## src/rtl/rr_arbiter4.sv

```systemverilog
// -----------------------------------------------------------------------------
// rr_arbiter4
//
// Four-requester round-robin arbiter guarding one shared resource. The grant is
// registered and one-hot. An owner keeps the grant until it drops its request,
// pulses REL, or (while someone else is waiting) uses up MAX_HOLD cycles. Every
// hand-over passes through one dead cycle with no grant (break-before-make).
//
// Parameters
//   MAX_HOLD : grant cycles before forced preemption under contention (1..255)
//   HOLD_W   : hold counter width, 2**HOLD_W > MAX_HOLD
//
// Ports
//   CLK     in   rising-edge clock
//   RST     in   asynchronous active-high reset
//   REQ     in   [3:0] request vector, bit i = requester i
//   REL     in   owner gives up the grant this cycle (only used while granted)
//   GNT     out  [3:0] registered one-hot grant, 0000 when nobody owns it
//   GNT_VLD out  registered, always |GNT
//   OWNER   out  [1:0] registered index of current / most recent owner
//   TMO     out  one-cycle pulse in the dead cycle after a forced preemption
//   IDLE    out  registered, 1 only while the arbiter is idle
// -----------------------------------------------------------------------------
module rr_arbiter4 #(
    parameter int MAX_HOLD = 16,
    parameter int HOLD_W   = 8
) (
    input  logic       CLK,
    input  logic       RST,
    input  logic [3:0] REQ,
    input  logic       REL,
    output logic [3:0] GNT,
    output logic       GNT_VLD,
    output logic [1:0] OWNER,
    output logic       TMO,
    output logic       IDLE
);

    typedef enum logic [1:0] {
        S_IDLE  = 2'd0,
        S_GRANT = 2'd1,
        S_GAP   = 2'd2
    } state_t;

    // Last value the hold counter reaches; it saturates here.
    localparam logic [HOLD_W-1:0] HOLD_LAST = HOLD_W'(MAX_HOLD - 1);

    state_t            state_reg,    state_next;
    logic [1:0]        ptr_reg,      ptr_next;
    logic [HOLD_W-1:0] hold_cnt_reg, hold_cnt_next;
    logic [3:0]        gnt_reg,      gnt_next;
    logic [1:0]        owner_reg,    owner_next;
    logic              tmo_reg,      tmo_next;
    logic              idle_reg,     idle_next;
    logic              gnt_vld_reg,  gnt_vld_next;

    // -------------------------------------------------------------------------
    // Request detection: any request is the inverse of a 4-input NOR.
    // -------------------------------------------------------------------------
    logic req_nor;
    logic any_req;

    assign req_nor = ~|REQ;
    assign any_req = ~req_nor;

    // -------------------------------------------------------------------------
    // Rotating priority: slot gi holds requester (PTR + gi) mod 4, so slot 0 is
    // the highest priority and slot 3 the lowest.
    // -------------------------------------------------------------------------
    logic [1:0] rot_idx [4];
    logic [3:0] rot_req;

    generate
        for (genvar gi = 0; gi < 4; gi++) begin : g_rotate
            assign rot_idx[gi] = ptr_reg + 2'(gi);
            assign rot_req[gi] = REQ[rot_idx[gi]];
        end
    endgenerate

    logic [1:0] win_idx;

    always_comb begin
        win_idx = rot_idx[3];
        if (rot_req[0]) begin
            win_idx = rot_idx[0];
        end else if (rot_req[1]) begin
            win_idx = rot_idx[1];
        end else if (rot_req[2]) begin
            win_idx = rot_idx[2];
        end
    end

    // One-hot of the winner; all zero when nobody requests.
    logic [3:0] win_onehot;

    generate
        for (genvar gi = 0; gi < 4; gi++) begin : g_win_onehot
            assign win_onehot[gi] = any_req && (win_idx == 2'(gi));
        end
    endgenerate

    // -------------------------------------------------------------------------
    // Release causes while granted. gnt_reg is the owner's one-hot in S_GRANT.
    // -------------------------------------------------------------------------
    logic rel_drop;     // owner no longer requests
    logic rel_timeout;  // hold budget spent while another requester waits
    logic release_now;

    assign rel_drop    = ~REQ[owner_reg];
    assign rel_timeout = (hold_cnt_reg == HOLD_LAST) && ((REQ & ~gnt_reg) != 4'b0000);
    assign release_now = rel_drop || REL || rel_timeout;

    // -------------------------------------------------------------------------
    // Next-state and registered-output logic
    // -------------------------------------------------------------------------
    always_comb begin
        state_next    = state_reg;
        ptr_next      = ptr_reg;
        hold_cnt_next = hold_cnt_reg;
        gnt_next      = gnt_reg;
        owner_next    = owner_reg;
        tmo_next      = 1'b0;

        case (state_reg)
            S_IDLE, S_GAP: begin
                if (any_req) begin
                    state_next    = S_GRANT;
                    gnt_next      = win_onehot;
                    owner_next    = win_idx;
                    hold_cnt_next = '0;
                end else begin
                    state_next = S_IDLE;
                    gnt_next   = 4'b0000;
                end
            end

            S_GRANT: begin
                if (release_now) begin
                    state_next = S_GAP;
                    gnt_next   = 4'b0000;
                    // Released owner drops to the lowest priority.
                    ptr_next   = owner_reg + 2'd1;
                    // Only a pure preemption is flagged; a voluntary release
                    // in the same cycle masks it.
                    tmo_next   = rel_timeout && !rel_drop && !REL;
                end else if (hold_cnt_reg != HOLD_LAST) begin
                    hold_cnt_next = hold_cnt_reg + 1'b1;
                end
            end

            default: begin
                state_next = S_IDLE;
                gnt_next   = 4'b0000;
            end
        endcase

        idle_next    = (state_next == S_IDLE);
        gnt_vld_next = |gnt_next;
    end

    always_ff @(posedge CLK or posedge RST) begin
        if (RST) begin
            state_reg    <= S_IDLE;
            ptr_reg      <= 2'd0;
            hold_cnt_reg <= '0;
            gnt_reg      <= 4'b0000;
            owner_reg    <= 2'd0;
            tmo_reg      <= 1'b0;
            idle_reg     <= 1'b1;
            gnt_vld_reg  <= 1'b0;
        end else begin
            state_reg    <= state_next;
            ptr_reg      <= ptr_next;
            hold_cnt_reg <= hold_cnt_next;
            gnt_reg      <= gnt_next;
            owner_reg    <= owner_next;
            tmo_reg      <= tmo_next;
            idle_reg     <= idle_next;
            gnt_vld_reg  <= gnt_vld_next;
        end
    end

    assign GNT     = gnt_reg;
    assign GNT_VLD = gnt_vld_reg;
    assign OWNER   = owner_reg;
    assign TMO     = tmo_reg;
    assign IDLE    = idle_reg;

endmodule
```

## config.mk

```make
export PLATFORM = sky130hd
export DESIGN_NAME = rr_arbiter4
export DESIGN_NICKNAME = d
export VERILOG_FILES = /design/src/rtl/rr_arbiter4.sv
export SDC_FILE = /design/constraint.sdc
export NUM_CORES = 1
export LEC_CHECK = 0
export CAP_MARGIN = 10
export CORE_ASPECT_RATIO = 0.6
export CORE_MARGIN = 2
export CORE_UTILIZATION = 35
export DETAILED_ROUTE_END_ITERATION = 7
export SETUP_SLACK_MARGIN = 0.15
export SLEW_MARGIN = 20
export SYNTH_ARGS = -nofsm -noshare
export SYNTH_HDL_FRONTEND = slang
export SYNTH_SLANG_ARGS = --single-unit
```

## constraint.sdc

```tcl
create_clock -name CLK -period 1.8 [get_ports CLK]
set_input_delay 0.27 -clock CLK [delete_from_list [all_inputs] [get_ports CLK]]
set_output_delay 0.27 -clock CLK [all_outputs]
set_load 0.01 [all_outputs]
```

==> impl_metrics.ini <==
[floorplanning]
fp.coreArea_um2 = 3200
dieArea_um2 = 3810
die_w_um = 78.3
initial_core_util_pct = 36.2
row_count = 16
die_y_um = 48.6
num_io_pins = 16

[timing]
final-setup-viol-count = 0
max_freq_mhz = 563
min_period_ns = 1.78
finalClockSkew_ns = 0.00336
post-route-period-util_pct = 98.8
maxSlewHeadroom_pct = 65.9
timing.final.ws_setup_ns = 0.0224
hold_viol = 0
tns_ns = 0
holdWs_ns = 0.329
slew_viol_final = 0
rsz0062_at_grt = yes
tightest_slew_ns = 0.510

[yosys]
muxShareOfSynthArea_pct = 4.10
yosys-top-cells-area = dfrtp_1 43%, nand2_1 3.9%, o21ai_0 3.5%
postSynthCellCount = 118
synth_compound_area_share_pct = 17.7
ys_types = 43
synth_area_per_cell_um2 = 9.83
synth_edf_count = 0
synthArstFlopShare_pct = 100
synth_area_um2 = 1160
synth_nets = 126
synth_top_area_share_pct = 43.1
yosys.area.top_type = dfrtp_1
synthFlopType = dfrtp_1
yosys_warnings = 0
synthSimpleGateAreaFrac_pct = 25.5
synthAdderAreaFrac_pct = 1.08
synth_top_family_by_area = simple AND/OR/NAND/NOR gates
synth_xor_area_share_pct = 3.02
synth_seq_area_share_pct = 45.4
ys_ff_latch = 21

[grt]
track_usage_pct = 17.4
grt_pass1_wl_um = 5040
grt_pass1_vias = 1020
use_met3_pct = 4.10
grt_use_met1_pct = 27.7
grt_antenna_before_repair = 0
grt_max_degree = 22
globalRouteMet2Util_pct = 23.3
top_usage_layer = met1
gr-total-overflow = 0

[worst_setup_path]
start_kind = register
worstReg2RegStart = hold_cnt_reg[7]
endpoint = ptr_reg[1]
r2r-end = ptr_reg[1]
reg2reg_slack_ns = 0.02
critPathArrivalTime_ns = 1.93
critPathCaptureType = register
critical_path_required_ns = 1.95
cp_slowest_cell = or4_4
crit_chain = or4_4 > nor2_4 > nand2_2 > a21o_1 > mux2_4
crit_path_start = hold_cnt_reg[7]
r2r_cells = 5
critPathTopFamily = simple AND/OR/NAND/NOR gates
crit_cells = 5
cp_max_fo = 2
worst-path-buf-inv = 0
max_stage_delay_ns = 0.57
path_class = reg2reg

[routing]
via_per_inst = 5.05
via_count = 1100
ant_nets = 0
drc = 0
drt_iter0_drc = 88
drt_first_pass_iters = 4
routed_wl_um = 3070
wire_per_inst_um = 14.1

[clock_network]
h-tree-depth = 1
insertion_delay_ns = 0.26
holdBufCountCts = 0
root_buffer = clkbuf_8
cts.sinks = 21
cts_buffers = 3
cts_tree = done
clk_path_buf_depth = 2
path_clk_slew_ns = 0.07

[cells_and_area]
nNetsFinal = 182
mostFrequentLayoutCells = 32 x buf_4, 18 x dfrtp_1, 11 x nand2_1, 10 x nor2_1, 9 x clkdlybuf4s50_1
final_util_pct = 56.1
diodes = 0
final_common_cell = buf_4
syn2layout_area_growth_pct = 55.0
largest_register_ffs = 8
final_layout_size_suffix_gt1_share_pct = 39.9
fillerInstances = 291

[min_path]
hold_path_class = in2async

[power_and_ir_drop]
vdd_drop_max_mv = 0.773
p_total_mw = 2.40
power.leakage_nw = 0.818
p_per_area_nw_per_um2 = 1330

[placed_design]
gp_congestion = 0.796
io_buffers = 15
place_hpwl_um = 2250
pre_cts_ws_ns = -0.398

[run_status]
status = complete, no violations

[run]
cap_violations = 0
[cells by family after synthesis]
group,Yosys count
buffers and inverters,9
flip-flops,21
multiplexers,4
AND/OR/NAND/NOR,50
adder cells (fa/ha/maj),1
XOR/XNOR,4
AO/OA/AOI/OAI,29
[worst reg2reg max path, stage by stage (launching register included)]
cell and delay [ns]:
dfrtp_1 0.38, or4_4 0.57, nor2_4 0.11, nand2_2 0.08
a21o_1 0.24, mux2_4 0.30
[what timing repair did]
item / 4_1_cts / 5_1_grt
buffers inserted: 9 / 9
cloned: 1 / 0
setup endpoints to repair: 17 / 17
pin swaps: 16 / 10
gates resized for setup: 20 / 13
[per-stage QoR]
stage	cell area [um2]	std cells
2_1_floorplan	1180	118
3_3_place_gp	1520	195
3_5_place_dp	1520	195
4_1_cts	1680	209
5_1_grt	1800	218
6_report	1800	218
[layer usage]
metal,vias to the layer above,routed length [um]
li1,537,-
met1,531,1630
met2,30,1260
met3,2,158
met4,0,21
met5,-,0
[report_power, final]
| part | total [mW] | internal [mW] | switching [mW] |
|---|---|---|---|
| clock network | 0.307 | 0.158 | 0.150 |
| registers | 0.808 | 0.634 | 0.174 |
| logic | 1.28 | 0.716 | 0.566 |
[layout make-up]
type | instances | area [um2] | share of cell area [%]
Multi-Input combinational cell | 88 | 683 | 38.0
Sequential cell | 21 | 529 | 29.4
Timing Repair Buffer | 53 | 458 | 25.5
Tap cell | 45 | 56.3 | 3.13
Clock buffer | 4 | 45.0 | 2.51
Inverter | 7 | 26.3 | 1.46
[worst min path at each step]
stage,startpoint,endpoint
4_1_cts,RST,hold_cnt_reg[4]
6_report,RST,hold_cnt_reg[5]
2_1_floorplan,RST,GNT[0]
3_3_place_gp,GNT[2],GNT[2]
5_1_grt,RST,hold_cnt_reg[3]
3_5_place_dp,GNT[2],GNT[2]
[cell usage after synthesis, drive strengths merged (2+ instances only)]
master   n
dfrtp   20
nand2   12
nor2    11
o21ai    8
inv      7
nand2b   6
a21oi    5
a22o     3
mux2     3
nor3     3
or2b     3
or4      3
xnor2    3
a21o     2
nand3    2
nand4    2
or2      2
or3      2
Power figures use the tool's default switching activity.
